<file path="src/rtl/dffram_ahbl_ctrl_if.sv">
// dffram_ahbl_ctrl_if: AHB-Lite bus bundle between a bus master and the DFFRAM controller
interface dffram_ahbl_ctrl_if;
    logic        HSEL;
    logic [31:0] HADDR;
    logic [1:0]  HTRANS;
    logic        HWRITE;
    logic [2:0]  HSIZE;
    logic        HREADY;
    logic [31:0] HWDATA;
    logic [31:0] HRDATA;
    logic        HREADYOUT;
    logic        HRESP;
    modport slave (
        input  HSEL, HADDR, HTRANS, HWRITE, HSIZE, HREADY, HWDATA,
        output HRDATA, HREADYOUT, HRESP
    );
    modport master (
        output HSEL, HADDR, HTRANS, HWRITE, HSIZE, HREADY, HWDATA,
        input  HRDATA, HREADYOUT, HRESP
    );
endinterface

</file>
<file path="src/rtl/dffram_ahbl_ctrl.sv">
// dffram_ahbl_ctrl: AHB-Lite slave for a single-port DFFRAM with sub-word writes, collision stalls and ERROR responses
module dffram_ahbl_ctrl #(
    parameter int DEPTH      = 256,
    parameter int ADDR_WIDTH = 16,
    parameter bit ERR_EN     = 1'b1,
    localparam int AW        = $clog2(DEPTH)
) (
    input  logic                 HCLK_i,
    input  logic                 HRESET_i,
    dffram_ahbl_ctrl_if.slave    bus,
    output logic                 RAM_EN_o,
    output logic [3:0]           RAM_WE_o,
    output logic [AW-1:0]        RAM_A_o,
    output logic [31:0]          RAM_DI_o,
    input  logic [31:0]          RAM_DO_i
);
    typedef enum logic [2:0] {IDLE, WR_DP, RD_DP, RD_STALL, ERR1, ERR2} state_t;
    state_t        state_q, state_d;
    logic [AW-1:0] addr_q, addr_d;
    logic [3:0]    lanes_q, lanes_d;
    logic [31:0]   hold_q;
    logic          hreadyout_q, hresp_q;
    logic          take, oor, bad, err, rd_now, port_busy;
    logic [AW-1:0] word;
    logic [3:0]    lanes;
    logic          unused_bits;

    assign unused_bits = &{1'b0, bus.HADDR[31:ADDR_WIDTH], bus.HTRANS[0]};
    assign take  = bus.HSEL & bus.HREADY & bus.HTRANS[1] & (state_q != RD_STALL) & (state_q != ERR1);
    assign word  = bus.HADDR[AW+1:2];
    assign oor   = (bus.HADDR[ADDR_WIDTH-1:0] >> (AW + 2)) != '0;
    assign bad   = oor | ((bus.HSIZE == 3'd1) & bus.HADDR[0]) |
                   ((bus.HSIZE == 3'd2) & (bus.HADDR[1:0] != 2'd0)) | (bus.HSIZE > 3'd2);
    assign err   = ERR_EN & bad;
    assign lanes = bus.HSIZE == 3'd0 ? 4'b0001 << bus.HADDR[1:0] :
                   bus.HSIZE == 3'd1 ? 4'b0011 << {bus.HADDR[1], 1'b0} : 4'b1111;
    // The write data phase owns the port, so a read arriving then is deferred one cycle
    assign port_busy = state_q == WR_DP;
    assign rd_now    = take & ~err & ~bus.HWRITE & ~port_busy;

    always_comb begin
        state_d = IDLE;
        addr_d  = addr_q;
        lanes_d = lanes_q;
        if (state_q == RD_STALL) state_d = RD_DP;
        else if (state_q == ERR1) state_d = ERR2;
        else if (take) begin
            if (err) state_d = ERR1;
            else if (bus.HWRITE) begin
                state_d = WR_DP;
                addr_d  = word;
                lanes_d = lanes;
            end
            else if (port_busy) begin
                state_d = RD_STALL;
                addr_d  = word;
            end
            else state_d = RD_DP;
        end
    end

    always_ff @(posedge HCLK_i) begin
        if (HRESET_i) begin
            state_q     <= IDLE;
            addr_q      <= '0;
            lanes_q     <= '0;
            hold_q      <= '0;
            hreadyout_q <= 1'b1;
            hresp_q     <= 1'b0;
        end else begin
            state_q     <= state_d;
            addr_q      <= addr_d;
            lanes_q     <= lanes_d;
            hreadyout_q <= !(state_d == RD_STALL || state_d == ERR1);
            hresp_q     <= state_d == ERR1 || state_d == ERR2;
            if (state_q == RD_DP) hold_q <= RAM_DO_i;
        end
    end

    assign bus.HREADYOUT = hreadyout_q;
    assign bus.HRESP     = hresp_q;
    assign bus.HRDATA    = state_q == RD_DP ? RAM_DO_i : hold_q;
    assign RAM_EN_o      = ~HRESET_i & (port_busy | (state_q == RD_STALL) | rd_now);
    assign RAM_WE_o      = (~HRESET_i & port_busy) ? lanes_q : 4'b0000;
    assign RAM_A_o       = (port_busy | (state_q == RD_STALL)) ? addr_q : word;
    assign RAM_DI_o      = bus.HWDATA;
endmodule

</file>
<file path="src/flat_wrapper.sv">
// flat-port wrapper written by rule: the top's interface ports become plain ports
module dffram_ahbl_ctrl_flat 
#(
    parameter int DEPTH      = 256,
    parameter int ADDR_WIDTH = 16,
    parameter bit ERR_EN     = 1'b1,
    localparam int AW        = $clog2(DEPTH)
)
  (HCLK_i, HRESET_i, RAM_EN_o, RAM_WE_o, RAM_A_o, RAM_DI_o, RAM_DO_i, bus_HSEL, bus_HADDR, bus_HTRANS, bus_HWRITE, bus_HSIZE, bus_HREADY, bus_HWDATA, bus_HRDATA, bus_HREADYOUT, bus_HRESP);
  dffram_ahbl_ctrl_if bus_i ();
  input  logic HCLK_i;
  input  logic HRESET_i;
  output logic RAM_EN_o;
  output logic [3:0] RAM_WE_o;
  output logic [AW-1:0] RAM_A_o;
  output logic [31:0] RAM_DI_o;
  input  logic [31:0] RAM_DO_i;
  input wire logic [$bits(bus_i.HSEL)-1:0] bus_HSEL;
  input wire logic [$bits(bus_i.HADDR)-1:0] bus_HADDR;
  input wire logic [$bits(bus_i.HTRANS)-1:0] bus_HTRANS;
  input wire logic [$bits(bus_i.HWRITE)-1:0] bus_HWRITE;
  input wire logic [$bits(bus_i.HSIZE)-1:0] bus_HSIZE;
  input wire logic [$bits(bus_i.HREADY)-1:0] bus_HREADY;
  input wire logic [$bits(bus_i.HWDATA)-1:0] bus_HWDATA;
  output wire logic [$bits(bus_i.HRDATA)-1:0] bus_HRDATA;
  output wire logic [$bits(bus_i.HREADYOUT)-1:0] bus_HREADYOUT;
  output wire logic [$bits(bus_i.HRESP)-1:0] bus_HRESP;
  assign bus_i.HSEL = bus_HSEL;
  assign bus_i.HADDR = bus_HADDR;
  assign bus_i.HTRANS = bus_HTRANS;
  assign bus_i.HWRITE = bus_HWRITE;
  assign bus_i.HSIZE = bus_HSIZE;
  assign bus_i.HREADY = bus_HREADY;
  assign bus_i.HWDATA = bus_HWDATA;
  assign bus_HRDATA = bus_i.HRDATA;
  assign bus_HREADYOUT = bus_i.HREADYOUT;
  assign bus_HRESP = bus_i.HRESP;
  dffram_ahbl_ctrl #(.DEPTH(DEPTH), .ADDR_WIDTH(ADDR_WIDTH), .ERR_EN(ERR_EN)) u_core (.HCLK_i(HCLK_i), .HRESET_i(HRESET_i), .bus(bus_i), .RAM_EN_o(RAM_EN_o), .RAM_WE_o(RAM_WE_o), .RAM_A_o(RAM_A_o), .RAM_DI_o(RAM_DI_o), .RAM_DO_i(RAM_DO_i));
endmodule
</file>
<file path="config.mk">
export PLATFORM = sky130hd
export DESIGN_NAME = dffram_ahbl_ctrl_flat
export DESIGN_NICKNAME = d
export VERILOG_FILES = /design/src/rtl/dffram_ahbl_ctrl_if.sv /design/src/rtl/dffram_ahbl_ctrl.sv /design/src/flat_wrapper.sv
export SDC_FILE = /design/constraint.sdc
export NUM_CORES = 1
export LEC_CHECK = 0
export BUFFER_PORTS_ARGS = -buffer_cell sky130_fd_sc_hd__buf_2
export CORE_MARGIN = 2
export CORE_UTILIZATION = 40
export CTS_BUF_LIST = sky130_fd_sc_hd__clkbuf_8
export CTS_CLUSTER_SIZE = 12
export DETAILED_ROUTE_END_ITERATION = 6
export PLACE_DENSITY = 0.85
export SLEW_MARGIN = 40
export SYNTH_ARGS = -nofsm -noshare
export SYNTH_HDL_FRONTEND = slang
export SYNTH_SLANG_ARGS = --single-unit
</file>
<file path="constraint.sdc">
create_clock -name HCLK_i -period 2.03 [get_ports HCLK_i]
set_clock_uncertainty 0.1 [all_clocks]
set_input_delay 0.203 -clock HCLK_i [delete_from_list [all_inputs] [get_ports HCLK_i]]
set_output_delay 0.203 -clock HCLK_i [all_outputs]
set_load 0.05 [all_outputs]
</file>
==> reports/metrics.yaml <==
leakage_uw: 0.00149
timing.final.ws_setup_ps: -4.18
finalCriticalPeriod_ps: 2030
startpoint: "u_core.state_q[1]$_SDFF_PP0_"
portBuffers: 103
worstSkewPairLatency_ps: 290
setup_viol: 1
hold_violations: 0
clockBufferDepth: 2
grt.busiest_layer: "met2"
cp_max_fo: 16
first_global_vias: 1858
antennaDiodeCount: 0
ios: 185
violations: "negative setup slack"
met1_usage_pct: 18.0
die_w_um: 81.7
pwr_density_cell_nw_per_um2: 556
start_util_pct: 41.0
drc: 0
reg2regPathDepth: 6
synth_xor_area_share_pct: 0
crit_arrival_ps: 1730
critPathRequiredTime_ps: 1730
clock-sinks: 49
syn_nets: 348
final_nets: 434
post_drt_wl_per_cell_um: 16.4
drv.max_cap_violation_count: 0
first_iter_violations: 39
grt_overflow_total: 0
worst_pin_slew_ps: 573
synth_compound_area_share_pct: 10.6
vias: 2110
start_kind: "register"
synth_edf_count: 0
yosysSeqAreaShare_pct: 40.7
hold_class: "input port to register"
yosys.area_share.simple_pct: 17.6
layout-drive-gt1-share_pct: 55.3
cts_tree: "built"
maxSlewViolCount: 0
max_freq_mhz: 492
final_common_cell: "buf_2"
min_path_cells: 3
status: "finished, violations left"
totalPowerFinal_uw: 1880
area_growth_pct: 40.4
hpwl_um: 3850
max-vdd-ir-drop_uv: 270
track_usage_pct: 16.6
synth.cell_area_um2: 2410
stdcell_area_um2: 3390
die_area_um2: 6670
cts_buffers: 5
cts_root_buf: "clkbuf_8"
met3_usage_pct: 4.62
antenna_found_initial: 0
dr.pass1.iters: 4
ys_warn_count: 0
whs_ps: 71.5
die_y_um: 81.7
ys.flop_type: "dfxtp_1"
h-tree-depth: 2
synthMuxAreaShare_pct: 18.7
critPathCaptureType: "output pin"
grt_use_met2_pct: 31.1
n_fill_cell: 499
reg2reg_from: "u_core.state_q[1]$_SDFF_PP0_"
synth_fa_ha_area_share_pct: 0
timing.rr.end: "u_core.lanes_q[2]$_SDFFE_PP0P_"
placed_cell_area_um2: 2820
path_clk_slew_ps: 90
tns_ps: -4.18
seqCellArea_um2: 986
syn_area_per_cell_um2: 9.97
crit_type: "register to output pin"
grt_start_max_net_pins: 32
endpoint: "bus_HRDATA[24]"
rows: 28
final_antenna_net_count: 0
rrSetupSlack_ps: 180
ys_ff_latch: 49
multi_input_area_um2: 1230
wirelength_um: 6610
max_slew_margin_pct: 61.7
rsz0062_at_grt: "true"
synthCells: 242
grt_pass1_wl_um: 8560
gp_congestion: 0.712
routed_via_density: 5.22
core_um2: 5890
period_share_pct: 100
synth_top_family_by_area: "multiplexers"
synth_cell_types: 35
dp_slack_ps: 18.1
final_cell_mix: "buf_2 (70), dfxtp_1 (47), nor2b_1 (33)"
synthArstFlopShare_pct: 0
-- power breakdown --
| part | total, µW | internal [µW] | switching [µW] |
|---|---|---|---|
| Sequential | 966 | 962 | 3.24 |
| Clock | 717 | 401 | 317 |
| Combinational | 201 | 78.7 | 122 |
-- synthesized netlist by cell type (2+ instances only) --
library cell | number | area share, %
a31oi_1 | 5 | 1.3
nor2b_1 | 33 | 8.6
buf_4 | 32 | 10
a311oi_1 | 2 | 0.73
a211oi_1 | 3 | 0.93
mux2_1 | 6 | 2.8
a21oi_1 | 13 | 2.7
clkbuf_1 | 7 | 1.1
or3_1 | 2 | 0.52
and2_1 | 4 | 1.0
nand4_1 | 10 | 2.6
mux2_2 | 34 | 16
buf_1 | 2 | 0.31
o21ai_0 | 9 | 1.9
nor2_1 | 2 | 0.31
nand2b_1 | 3 | 0.78
dfxtp_1 | 49 | 41
and3_1 | 3 | 0.78
nand2_1 | 3 | 0.47
inv_1 | 3 | 0.47
buf_2 | 3 | 0.62
-- state kept, by name, summed over array words and instances, names as in the netlist --
name	flops
u_core.bus.HREADYOUT	1
u_core.state_q	3
u_core.addr_q	8
u_core.hold_q	32
u_core.lanes_q	4
u_core.bus.HRESP	1
-- area by class of cell --
type / instances / share of cell area (%)
repair buffers: 123 / 27.9
clock inverters: 2 / 1.11
well taps: 75 / 2.77
multi-input cells: 146 / 36.3
inverters: 3 / 0.406
clock buffers: 6 / 2.44
flip-flops and latches: 49 / 29.1
-- metal layers --
layer  vias to the layer above  part of all wire, %
li1                        987                    -
met5                         -                    0
met4                         0                  1.8
met1                       989                   38
met3                        15                  8.8
met2                       119                   51
-- critical path, cell delays in order (launching register included) --
cell and delay [ps]:
dfxtp_4 380, inv_4 40, nor3_4 210, buf_6 240, mux2_2 390, buf_6 160
-- timing repair --
action | CTS | global route
pin swaps | 1 | 2
hold buffers | 0 | 0
endpoints found under the hold margin | 0 | 0
setup buffers | 2 | 9
cloned | 1 | 1
gates resized for setup | 54 | 56
setup endpoints to repair | 33 | 37
-- cell families after synthesis --
kind of cell | after synthesis
buffers and inverters | 47
AND/OR/NAND/NOR | 67
AO/OA/AOI/OAI | 39
multiplexers | 40
flip-flops | 49
-- stage by stage --
stage                     utilization, %  std cells
after floorplan                        -        242
after global placement              48.0        384
after detailed placement            48.0        384
after CTS                           53.3        395
after global routing                57.5        404
final                               57.5        404
-- how the worst min path moves through the flow --
stage,from,end,slack (ps)
floorplan,bus_HADDR[2],u_core.addr_q[0]$_SDFFE_PP0P_,260
global placement,bus_HWDATA[18],RAM_DI_o[18],310
detailed placement,bus_HWDATA[18],RAM_DI_o[18],310
CTS,bus_HADDR[8],u_core.addr_q[6]$_SDFFE_PP0P_,50
global route,bus_HADDR[8],u_core.addr_q[6]$_SDFFE_PP0P_,60
finish,bus_HADDR[4],u_core.addr_q[2]$_SDFFE_PP0P_,70
No activity file was read; power rests on OpenSTA's default activity.
